$ cat src/rtl/tmds_pkg.sv
// Shared TMDS constants and the stage-1 transition-minimising helper.
// Used by the per-channel encoder and its top-level wrapper.
package tmds_pkg;

    localparam logic [9:0] TOK_C00 = 10'h354;
    localparam logic [9:0] TOK_C01 = 10'h0AB;
    localparam logic [9:0] TOK_C10 = 10'h154;
    localparam logic [9:0] TOK_C11 = 10'h2AB;

    function automatic logic [3:0] popcount8(input logic [7:0] d);
        logic [3:0] n;
        n = '0;
        for (int i = 0; i < 8; i++) begin
            n = n + {3'b000, d[i]};
        end
        return n;
    endfunction

    // q_m[8] = 1 marks the XOR chain, 0 the XNOR chain.
    function automatic logic [8:0] tmds_qm(input logic [7:0] d);
        logic [3:0] n1;
        logic       useXnor;
        logic [8:0] q;
        n1      = popcount8(d);
        useXnor = (n1 > 4'd4) || ((n1 == 4'd4) && !d[0]);
        q       = '0;
        q[0]    = d[0];
        for (int i = 1; i < 8; i++) begin
            q[i] = useXnor ? ~(q[i-1] ^ d[i]) : (q[i-1] ^ d[i]);
        end
        q[8] = ~useXnor;
        return q;
    endfunction

    function automatic logic [9:0] ctrlToken(input logic [1:0] c);
        logic [9:0] t;
        case (c)
            2'b01:   t = TOK_C01;
            2'b10:   t = TOK_C10;
            2'b11:   t = TOK_C11;
            default: t = TOK_C00;
        endcase
        return t;
    endfunction

endpackage

$ cat src/rtl/tmds_channel_enc.sv
// One TMDS channel: stage 1 registers q_m and its ones count, stage 2 picks
// the DC-balancing symbol and keeps the channel's own running disparity.
module tmds_channel_enc
    import tmds_pkg::*;
#(
    parameter int kDispW = 5
) (
    input  logic                     PixelClk,
    input  logic                     pRst_n,
    input  logic [7:0]               pData,
    input  logic                     pDe,
    input  logic [1:0]               pCtl,
    output logic [9:0]               pSym,
    output logic signed [kDispW-1:0] pDisp
);

    localparam logic signed [kDispW-1:0] kEight = kDispW'(8);
    localparam logic signed [kDispW-1:0] kTwo   = kDispW'(2);
    localparam logic signed [kDispW-1:0] kZero  = '0;

    logic [8:0]               qmQ;
    logic [3:0]               n1Q;
    logic                     deQ;
    logic [1:0]               ctlQ;
    logic [9:0]               symNext;
    logic signed [kDispW-1:0] cntNext;
    logic signed [kDispW-1:0] bal;
    logic                     cntNeg;
    logic                     balNeg;

    always_ff @(posedge PixelClk) begin
        if (!pRst_n) begin
            qmQ   <= '0;
            n1Q   <= '0;
            deQ   <= 1'b0;
            ctlQ  <= 2'b00;
            pSym  <= TOK_C00;
            pDisp <= kZero;
        end else begin
            qmQ   <= tmds_qm(pData);
            n1Q   <= popcount8(tmds_qm(pData) >> 0 & 9'h0FF);
            deQ   <= pDe;
            ctlQ  <= pCtl;
            pSym  <= symNext;
            pDisp <= cntNext;
        end
    end

    // bal = n1 - n0 = 2*n1 - 8; the sign bits settle the "same side" test
    // because both operands are known non-zero in that branch.
    always_comb begin
        symNext = TOK_C00;
        cntNext = kZero;
        bal     = $signed(kDispW'({n1Q, 1'b0})) - kEight;
        cntNeg  = pDisp[kDispW-1];
        balNeg  = bal[kDispW-1];
        if (deQ) begin
            if ((pDisp == kZero) || (bal == kZero)) begin
                symNext = {~qmQ[8], qmQ[8], qmQ[8] ? qmQ[7:0] : ~qmQ[7:0]};
                cntNext = qmQ[8] ? (pDisp + bal) : (pDisp - bal);
            end else if (cntNeg == balNeg) begin
                symNext = {1'b1, qmQ[8], ~qmQ[7:0]};
                cntNext = pDisp + (qmQ[8] ? kTwo : kZero) - bal;
            end else begin
                symNext = {1'b0, qmQ[8], qmQ[7:0]};
                cntNext = pDisp - (qmQ[8] ? kZero : kTwo) + bal;
            end
        end else begin
            symNext = ctrlToken(ctlQ);
        end
    end

endmodule

$ cat config.mk
export PLATFORM = sky130hd
export DESIGN_NAME = tmds_channel_enc
export DESIGN_NICKNAME = d
export VERILOG_FILES = /design/src/rtl/tmds_pkg.sv /design/src/rtl/tmds_channel_enc.sv
export SDC_FILE = /design/constraint.sdc
export NUM_CORES = 1
export LEC_CHECK = 0
export CORE_MARGIN = 5
export CORE_UTILIZATION = 59
export DETAILED_ROUTE_END_ITERATION = 12
export PLACE_DENSITY_LB_ADDON = 0.3
export SYNTH_ARGS = -nofsm -noshare
export SYNTH_HDL_FRONTEND = slang
export SYNTH_SLANG_ARGS = --single-unit
$ cat constraint.sdc
create_clock -name PixelClk -period 13.64 [get_ports PixelClk]
set_input_delay 4.092 -clock PixelClk [delete_from_list [all_inputs] [get_ports PixelClk]]
set_output_delay 4.092 -clock PixelClk [all_outputs]
set_load 0.01 [all_outputs]
==> results.tsv, run 1 <==
stage	metric	value	unit
die	core	3390	um2
die	dieArea	4840	um2
sta	tns	0	ns
sta	holdWs	0.480	ns
cells_and_area	final_cells	290	
worst_setup_path	cp.required	13.84	ns
worst_setup_path	worst_setup_path_start_kind	primary input	
sta	worst_pin_slew	0.576	ns
placed_design	placement.io_buffers	26	
worst_setup_path	rr_endpoint	pDisp[3]	
hold_path	holdCritStartpoint	qmQ[1]	
detailed_routing	ant_nets	0	
sta	relSlewSlack	0.614	
die	rows	21	
cells_and_area	antenna_cells_inserted	0	
pwr	p_int	323	uW
pwr	p_per_area	231	nW/um2
detailed_routing	dr_total_vias	1427	
placed_design	placed_cells	283	
sta	fin_crit	9.89	ns
cells_and_area	layout_common_cells	36 x inv_1, 30 x dfxtp_1, 26 x clkdlybuf4s50_1	
detailed_routing	drc	0	
placed_design	place_congestion	0.800	
global_route	grt_pass1_vias	1375	
logic_synthesis	avgSynthCellArea	9.69	um2
detailed_routing	via_per_inst	4.92	
cts	clk-insertion-delay-late	0.32	ns
cts	clk_pin_slew	0.09	ns
hold_path	holdPathEnd	pSym[1]	
cells_and_area	final_util	0.726	
logic_synthesis	synth_edf_count	0	
sta	drv_slew	0	
sta	setup_viol	0	
worst_setup_path	end_kind	flop	
hold_path	hold_class	reg2reg	
cells_and_area	drive_gt1_frac	0.0943	
pwr	p_sw	246	uW
worst_setup_path	crit_top_cell	fa_1	
sta	hold_viol	0	
status	status	finished clean	
detailed_routing	drtPass1Iterations	5	
cells_and_area	final_common_cell	inv_1	
die	die_h	69.5	um
cts	cts_hold_buf	0	
global_route	grt_antenna_before_repair	0	
sta	timing.fmax	101	MHz
logic_synthesis	synth_cells	216	
logic_synthesis	syn_area	2090	um2
pwr	combPwrFrac	0.654	
worst_setup_path	cp_slowest_cell	fa_1	
pwr	seq_power_share	0.218	
worst_setup_path	crit_chain	clkdlybuf4s50_1 > inv_1 > fa_1 > fa_1 > fa_1 > inv_1 > ha_1 > fa_1 > nor3b_1 > o22ai_2 > xor2_1 > fa_1 > fa_1 > inv_1 > fa_1 > ha_1 > inv_1 > fa_1 > xor2_1 > nor2_1	
detailed_routing	drt_iter0_drc	81	
pwr	p_clk_frac	0.128	
cts	cts.sinks	30	
global_route	grt_max_degree	17	
detailed_routing	drt-total-wl	3670	um
worst_setup_path	worst-endpoint-arrival	10.09	ns
worst_setup_path	r2r_start	qmQ[8]	
logic_synthesis	synthDistinctLibCells	37	
cts	cts_tree	yes	
die	start_util	0.617	
worst_setup_path	max_stage_delay	0.57	ns
pwr	power_leakage	0.00112	uW
sta	worst_slack	3.75	ns
sta	rsz0062_at_grt	no	
global_route	grt_overflow	0	
logic_synthesis	async_flop_share	0	
cts	htreeDepth	2	
die	die_w	69.5	um
worst_setup_path	rrSetupSlack	11.18	ns
die	io_pins	28	
cells_and_area	nets	295	
cells_and_area	area_growth	17.6	%
logic_synthesis	synth.net_count	267	
worst_setup_path	r2r_cells	8	
logic_synthesis	ys_seq_area_frac	0.287	
cts	post_cts_buffers	0	
logic_synthesis	synth.ff_latch_count	30	
cts	cts_resized	0	
global_route	track_usage	0.156	
global_route	grt_pass1_wl	6070	um
sta	finalCritPeriodShare	0.725	
hold_path	min_path_cells	2	
pwr	swShare	0.433	
cts	cts_buffer_depth	2	
placed_design	dp_hpwl	2900	um
job	maxCapViolCount	0	
cts	root_buffer	clkbuf_4	
cts	cts_buffers	5	
pwr	max-vdd-ir-drop	0.158	mV
logic_synthesis	ys_warn_count	0	
worst_setup_path	criticalPathCategory	in2reg	
cells_and_area	fill_cells	239	
sta	finClkSkew	0.00419	ns
placed_design	pre_cts_slack	3.43	ns
worst_setup_path	critPathMaxFanout	4	
detailed_routing	wl_per_cell	12.6	um
logic_synthesis	ys.flop_type	dfxtp_1	
## flip-flops by register name, indices dropped and copies added, names as in the netlist
signal  flops
n1Q         4
pDisp       4
deQ         1
qmQ         9
ctlQ        2
pSym       10
## metrics by stage
step / area, um2 / total power (uW)
after floorplan: 2090 / 413
after global placement: 2380 / 474
after detailed placement: 2380 / 491
after CTS: 2460 / 572
after global routing: 2460 / 630
final: 2460 / 569
## Yosys cell counts (3+ instances only)
cell type	instances	area [um2]
mux2i_1	3	30.0
xor2_1	6	52.6
nand2_1	9	33.8
nor2_1	18	67.6
nor2b_1	3	18.8
ha_1	25	313
a21oi_1	7	35.0
a21boi_2	5	56.3
o21ai_0	5	25.0
a211oi_1	3	22.5
a31oi_1	6	37.5
fa_1	13	260
dfxtp_1	30	601
and2_1	6	37.5
inv_1	36	135
clkbuf_1	3	11.3
xnor2_1	15	131
## layout make-up
class	count	area, um2	share of cell area
Clock buffer	6	51.3	0.0208
Clock inverter	1	30.0	0.0122
Inverter	36	135	0.0549
Multi-Input combinational cell	145	1330	0.539
Sequential cell	30	601	0.244
Tap cell	46	57.6	0.0234
Timing Repair Buffer	26	260	0.106
## power by group through the flow
stage               sequential, uW  combinational (uW)  clock [uW]
finish                         124                 372        72.9
detailed placement             126                 365           0
floorplan                      126                 288           0
global placement               125                 349           0
CTS                            124                 375        74.0
global route                   126                 426        77.9
## cells by family after synthesis
logic type,after synthesis,share of synthesized area
other,1,0.00179
AO/OA/AOI/OAI,32,0.114
adder cells (fa/ha/maj),38,0.274
multiplexers,5,0.0269
AND/OR/NAND/NOR,45,0.106
flip-flops,30,0.287
XOR/XNOR,24,0.111
buffers and inverters,41,0.0789
## worst max-delay path, delay by kind of cell
| kind | cells | cell delay (ns) |
|---|---|---|
| buffers and inverters | 5 | 0.78 |
| AOI/OAI and AO/OA | 1 | 0.17 |
| and+or+nand+nor | 2 | 0.32 |
| adders and majority gates | 10 | 4.25 |
| xor gates and xnor gates | 2 | 0.46 |
## layer usage
| metal | wire length, um | global-route usage |
|---|---|---|
| met1 | 1710 | 0.194 |
| met2 | 1670 | 0.250 |
| met3 | 210 | 0.0522 |
| met4 | 78 | 0.0607 |
| met5 | 0 | 0 |
## worst max path at each step
| stage | start | to | slack (ns) | cells past startpoint |
|---|---|---|---|---|
| 5_1_grt | pData[0] | n1Q[2] | 3.55 | 20 |
| 3_3_place_gp | pData[0] | n1Q[2] | 3.59 | 20 |
| 6_report | pData[0] | n1Q[2] | 3.75 | 20 |
| 2_1_floorplan | pData[0] | n1Q[2] | 4.25 | 19 |
| 3_5_place_dp | pData[0] | n1Q[2] | 3.43 | 20 |
| 4_1_cts | pData[0] | n1Q[2] | 3.74 | 20 |
(Power assumes the default switching activity.)
==> inputs of run 2 (changes only) <==
- CORE_UTILIZATION: 59 -> 50
- clock period: 13.64 -> 8.2 ns (I/O delays scaled with it)
==> run 2 against run 1 <==
Routed wire length up 13%. Final cell count increased by 4.1%. First-iteration DRC count increased by 33%. Clock skew barely moved. Sequential power is 67% higher. Sequential cell count is the same. Clock power grew 110%. Largest power group unchanged.
==> results.tsv, run 2 (same netlist as run 1, synthesis figures left out) <==
stage	metric	value	unit	change
job	maxCapViolCount	0		unchanged
cts	clk-insertion-delay-late	0.28	ns	-0.04 ns
detailed_routing	drt-total-wl	4130	um	+13%
die	start_util	0.519		-0.0979
detailed_routing	drtPass1Iterations	4		-1
worst_setup_path	path_buf_inv	5		unchanged
cells_and_area	reg_top3	pSym: 10 flops, qmQ: 9 flops		
worst_setup_path	max_stage_delay	0.55	ns	-0.02 ns
die	rows	23		+9.5%
pwr	max-vdd-ir-drop	0.194	mV	+23%
worst_setup_path	critPathMaxFanout	3		-1
worst_setup_path	crit_top_cell	fa_1		
worst_setup_path	cp_slowest_cell	fa_1		
cts	root_buffer	clkbuf_8		
worst_setup_path	r2r_start	qmQ[8]		
global_route	grt_overflow	0		unchanged
cts	cts_buffers	5		unchanged
hold_path	holdCritStartpoint	qmQ[5]		
die	io_pins	28		unchanged
cells_and_area	layout_common_cells	36 x inv_1, 30 x dfxtp_1, 26 x clkdlybuf4s50_1		
global_route	grt_antenna_before_repair	0		unchanged
worst_setup_path	worst_setup_path_start_kind	primary input		
sta	setup_viol	0		unchanged
placed_design	dp_hpwl	3130	um	+7.8%
worst_setup_path	r2r_cells	8		unchanged
detailed_routing	dr_total_vias	1461		+2.4%
worst_setup_path	path_delay_family	adder cells		
cts	htreeDepth	2		unchanged
cells_and_area	antenna_cells_inserted	0		unchanged
global_route	grt_max_degree	17		unchanged
worst_setup_path	cp_num_cells	20		unchanged
placed_design	place_congestion	0.767		-4.2%
hold_path	min_path_cells	2		unchanged
cts	clk_pin_slew	0.06	ns	-0.03 ns
die	dieArea	5580	um2	+15%
placed_design	placement.io_buffers	26		unchanged
cts	cts.sinks	30		unchanged
die	die_h	74.7	um	+7.4%
cells_and_area	regMostFlops	pSym		
worst_setup_path	crit_chain	clkdlybuf4s50_1 > inv_1 > fa_1 > fa_1 > fa_1 > inv_1 > ha_2 > fa_2 > nor3b_2 > o22ai_2 > xor2_2 > fa_1 > fa_1 > inv_1 > fa_1 > ha_2 > inv_1 > fa_1 > xor2_1 > nor2_1		
sta	worst_pin_slew	0.559	ns	-0.0175 ns
worst_setup_path	cp.required	8.35	ns	-5.49 ns
cts	cts_hold_buf	0		unchanged
hold_path	hold_class	reg2reg		
detailed_routing	wl_per_cell	13.7	um	+8.2%
sta	hold_viol	0		unchanged
cts	cts_buffer_depth	2		unchanged
die	core	4030	um2	+19%
sta	finalCritPeriodShare	0.983		
cells_and_area	final_common_cell	inv_1		
die	die_w	74.7	um	+7.4%
cells_and_area	drive_gt1_frac	0.147		+0.0526
sta	relSlewSlack	0.627		+0.0131
cells_and_area	nets	303		+2.7%
cts	cts_tree	yes		
pwr	power_leakage	0.00118	uW	+4.9%
sta	timing.fmax	124	MHz	
detailed_routing	drt_iter0_drc	108		+33%
worst_setup_path	criticalPathCategory	in2reg		
status	status	finished clean		
sta	tns	0	ns	unchanged
global_route	grt_pass1_wl	6930	um	+14%
detailed_routing	via_per_inst	4.84		-1.7%
cells_and_area	largest_reg_flops	10		unchanged
worst_setup_path	critical_path.startpoint	pData[0]		
detailed_routing	ant_nets	0		unchanged
global_route	grt_pass1_vias	1498		+8.9%
detailed_routing	drc	0		unchanged
sta	fin_crit	8.06	ns	
pwr	p_per_area	403	nW/um2	+74%
worst_setup_path	worst-endpoint-arrival	8.22	ns	-1.87 ns
sta	finClkSkew	0.00463	ns	+0.000440 ns
global_route	track_usage	0.164		+0.00773
worst_setup_path	end_kind	flop		
pwr	finalPower	1040	uW	+83%
sta	drv_slew	0		unchanged
cells_and_area	area_growth	23.6	%	
==> run 2: changes by cell type in the layout (fill, tap and decap cells not counted), sizes merged <==
cell / before / now
buf: 0 / 8
==> run 2: worst reg2reg max path, delay by kind of cell (launching register included) <==
kind            cells  cell delay [ns]
fa+ha+maj           2             1.00
buf+inv             2             0.25
flops               1             0.47
simple gates        1             0.09
xor+xnor            1             0.13
compound gates      2             0.36
==> run 2: metal layers <==
metal  global-route usage  part of all wire  up-vias
li1                     -                 -      751
met1                0.212              0.43      665
met2                0.274              0.50       41
met3               0.0347             0.052        4
met4               0.0553             0.013        0
met5                    0                 0        -
==> run 2: power breakdown <==
group	internal, uW	switching [uW]
Combinational	324	359
Sequential	181	26.4
Clock	97.1	53.5
Total	602	439
==> run 2: path summary, 6_finish.rpt <==
kind	slack, ns	end
worst min-delay path	0.48	pSym[5]
worst max register to register	5.81	pDisp[3]
worst max-delay path	0.14	n1Q[2]
worst min register to register	0.48	pSym[5]
==> run 2: stage by stage <==
step	instance area [um2]	setup WS (ns)	hold WS, ns	cells	utilization
after floorplan	2090	0.439	0.457	216	-
after global placement	2440	0.00642	0.466	294	0.605
after detailed placement	2440	-0.202	0.471	294	0.605
after CTS	2570	0.0424	0.480	301	0.638
after global routing	2580	-0.00758	0.509	302	0.642
final	2580	0.136	0.480	302	0.642
==> run 2: layout make-up <==
type / instances / area (um2)
Clock buffer: 6 / 82.6
Clock inverter: 1 / 30.0
Fill cell: 352 / 1440
Inverter: 36 / 135
Multi-Input combinational cell: 145 / 1350
Sequential cell: 30 / 601
Tap cell: 50 / 62.6
Timing Repair Buffer: 34 / 320
==> run 2: repair_timing <==
item | 4_1_cts | 5_1_grt
gates cloned | 0 | 0
pin swaps | 0 | 4
setup endpoints to repair | 1 | 2
setup buffers | 0 | 1
resized for setup | 3 | 3
==> inputs of run 3 (changes only) <==
- ABC_AREA: not set -> 1
- CORE_UTILIZATION: 50 -> 40
==> run 3 against run 2 <==
Cell area increased by 2.4%. Clock skew is essentially flat. Largest cell class unchanged. Via count rose by 18%. Clock power decreased by 23%.
==> results.tsv, run 3 <==
stage	metric	value	unit	change
status	status	finished clean		
die	rows	27		+17%
job	maxCapViolCount	0		unchanged
worst_setup_path	crit_end	n1Q[2]		
cts	clk_pin_slew	0.06	ns	about the same
logic_synthesis	synthTopCellsByCount	56 x nand2_1, 49 x inv_1, 30 x dfxtp_1		
logic_synthesis	synth_cells	280		+30%
detailed_routing	drtPass1Iterations	4		unchanged
sta	finalCritPeriodShare	0.972		-0.0110
cts	root_buffer	clkbuf_8		
cts	cts_buffers	5		unchanged
sta	timing.fmax	125	MHz	+1.1%
sta	tns	0	ns	unchanged
worst_setup_path	r2r_cells	11		+3
logic_synthesis	ys_warn_count	0		unchanged
logic_synthesis	synth_most_common_cell	nand2_1		
pwr	combPwrFrac	0.656		about the same
worst_setup_path	worst_setup_path_start_kind	primary input		
cells_and_area	largest_reg_flops	10		unchanged
die	start_util	0.406		-0.114
detailed_routing	drt-total-wl	3900	um	-5.6%
logic_synthesis	ys_seq_area_frac	0.274		-0.0131
global_route	track_usage	0.116		-0.0476
logic_synthesis	async_flop_share	0		unchanged
worst_setup_path	rr_endpoint	pDisp[4]		
placed_design	place_congestion	0.841		+9.7%
cells_and_area	regArea	601	um2	unchanged
detailed_routing	drc	0		unchanged
detailed_routing	drt_iter0_drc	59		-45%
die	die_h	84.0	um	+13%
cells_and_area	final_util	0.490		-0.152
logic_synthesis	synth_area_leaders	dfxtp_1 27%, ha_1 14%, fa_1 12%, nand2_1 9.6%, inv_1 8.4%		
cells_and_area	final_common_cell	nand2_1		
cells_and_area	area_growth	20.8	%	
detailed_routing	wl_per_cell	10.1	um	-26%
sta	relSlewSlack	0.619		-0.00785
cts	clk-insertion-delay-late	0.27	ns	about the same
pwr	p_sw	420	uW	-4.2%
sta	fin_crit	7.97	ns	-0.0899 ns
pwr	p_clk_frac	0.126		-0.019
cells_and_area	nets	363		+20%
detailed_routing	ant_nets	0		unchanged
die	core	5410	um2	+34%
die	io_pins	28		unchanged
pwr	seq_power_share	0.218		+0.019
cts	cts_buffer_depth	2		unchanged
worst_setup_path	criticalPathCategory	in2reg		
worst_setup_path	end_kind	flop		
worst_setup_path	worst-endpoint-arrival	8.12	ns	-0.10 ns
worst_setup_path	critPathMaxFanout	2		-1
worst_setup_path	rrSetupSlack	6.00	ns	+0.19 ns
logic_synthesis	ys.flop_type	dfxtp_1		
die	die_w	84.0	um	+13%
sta	worst_pin_slew	0.570	ns	+0.0118 ns
sta	rsz0062_at_grt	no		
global_route	grt_pass1_wl	6900	um	-0.39%
cells_and_area	reg_top3	pSym: 10 flops, qmQ: 9 flops		
placed_design	placement.io_buffers	26		unchanged
pwr	swShare	0.452		+0.0309
cells_and_area	multiInputGateArea	1380	um2	+1.7%
logic_synthesis	synthDistinctLibCells	30		-19%
worst_setup_path	cp.required	8.35	ns	about the same
pwr	p_int	509	uW	-16%
logic_synthesis	synth.net_count	331		+24%
logic_synthesis	yosysTopAreaCell	dfxtp_1		
hold_path	hold_class	reg2reg		
global_route	grt_antenna_before_repair	0		unchanged
logic_synthesis	synth_edf_count	0		unchanged
cells_and_area	fill_cells	553		+57%
sta	finClkSkew	0.00501	ns	+0.000378 ns
sta	setup_viol	0		unchanged
pwr	p_per_area	351	nW/um2	-13%
cts	htreeDepth	2		unchanged
die	dieArea	7060	um2	+27%
logic_synthesis	synth_top_area_frac	0.274		-0.0131
cts	cts_tree	yes		
pwr	max-vdd-ir-drop	0.149	mV	-23%
global_route	grt_overflow	0		unchanged
detailed_routing	via_per_inst	4.49		-7.3%
cts	cts_hold_buf	0		unchanged
global_route	grt_max_degree	19		+2
placed_design	dp_hpwl	3340	um	+6.8%
sta	drv_slew	0		unchanged
pwr	power_leakage	0.00134	uW	+14%
worst_setup_path	r2r_start	pDisp[1]		
logic_synthesis	syn_area	2190	um2	+4.8%
worst_setup_path	critical_path.startpoint	pData[0]		
sta	hold_viol	0		unchanged
logic_synthesis	synth.ff_latch_count	30		unchanged
logic_synthesis	avgSynthCellArea	7.83	um2	-19%
cts	cts.sinks	30		unchanged
cells_and_area	regMostFlops	pSym		
cts	post_cts_buffers	0		unchanged
detailed_routing	dr_total_vias	1727		+18%
cells_and_area	layout_common_cells	56 x nand2_1, 49 x inv_1, 30 x dfxtp_1		
global_route	grt_pass1_vias	1610		+7.5%
cells_and_area	drive_gt1_frac	0.105		-0.0414
sta	holdWs	0.500	ns	+0.0206 ns
cells_and_area	antenna_cells_inserted	0		unchanged
## run 3: changes by cell type after synthesis, moves of 6 or more
cell	delta
a21oi_1	+14
a31oi_1	-6
and2_1	-6
inv_1	+13
nand2_1	+47
nand2_2	+9
nand3_1	+14
xnor2_1	-11
## run 3: worst max-delay path: stages
cell             delay, ns
clkdlybuf4s50_1       0.47
inv_1                 0.08
fa_1                  0.56
fa_1                  0.43
fa_1                  0.49
inv_1                 0.04
ha_1                  0.20
fa_1                  0.46
nor2_1                0.11
nand2_1               0.08
a21oi_1               0.20
nand2_1               0.12
nand2_4               0.08
fa_1                  0.44
fa_1                  0.54
inv_1                 0.05
fa_1                  0.51
ha_1                  0.18
inv_1                 0.06
fa_1                  0.37
xor2_1                0.14
nor2_1                0.05
## run 3: repair_timing
item	4_1_cts	5_1_grt
setup endpoints to repair	0	1
endpoints found under the hold margin	0	0
gates resized for setup	0	1
## run 3: kinds of logic (layout without fill, tap and decap cells)
family / after synthesis / after routing / synth area share
and+or+nand+nor: 107 / 107 / 0.224
xor gates and xnor gates: 12 / 12 / 0.0479
adders and majority gates: 38 / 38 / 0.261
AOI/OAI and AO/OA: 35 / 35 / 0.0890
DFF: 30 / 30 / 0.274
other: 1 / 1 / 0.00171
buffers and inverters: 57 / 90 / 0.102
## run 3: area by class of cell
type / count / share of cell area
clock buffers: 7 / 0.0326
flip-flops and latches: 30 / 0.227
clock inverters: 1 / 0.00189
inverters: 51 / 0.0723
well taps: 72 / 0.0340
repair buffers: 31 / 0.112
multi-input cells: 193 / 0.520
## run 3: through the flow
stage	setup WS (ns)	power (uW)	instance area (um2)	cells
5_1_grt	0.0182	1050	2650	385
3_5_place_dp	-0.130	819	2550	377
2_1_floorplan	0.596	673	2190	280
3_3_place_gp	0.0440	802	2550	377
6_report	0.226	929	2650	385
4_1_cts	0.162	939	2640	385
## run 3: how the worst min path moves through the flow
stage               startpoint      end  slack (ns)  cells past startpoint
floorplan               qmQ[8]  pSym[8]        0.44                      2
global placement        qmQ[8]  pSym[8]        0.48                      2
detailed placement      qmQ[8]  pSym[8]        0.49                      2
CTS                     qmQ[8]  pSym[8]        0.51                      2
global route            qmQ[8]  pSym[8]        0.52                      2
finish                  qmQ[8]  pSym[8]        0.50                      2
## run 3: layer usage
layer / routed length [um] / share of wire / track usage
met1: 1920 / 0.49 / 0.155
met4: 42 / 0.011 / 0.0380
met5: 0 / 0 / 0
met3: 163 / 0.042 / 0.0207
met2: 1770 / 0.45 / 0.189
## run 3: power groups by stage
stage / combinational (uW) / clock [uW] / sequential (uW)
4_1_cts: 616 / 120 / 203
3_3_place_gp: 597 / 0 / 206
6_report: 609 / 117 / 203
5_1_grt: 712 / 128 / 207
2_1_floorplan: 468 / 0 / 206
3_5_place_dp: 613 / 0 / 206
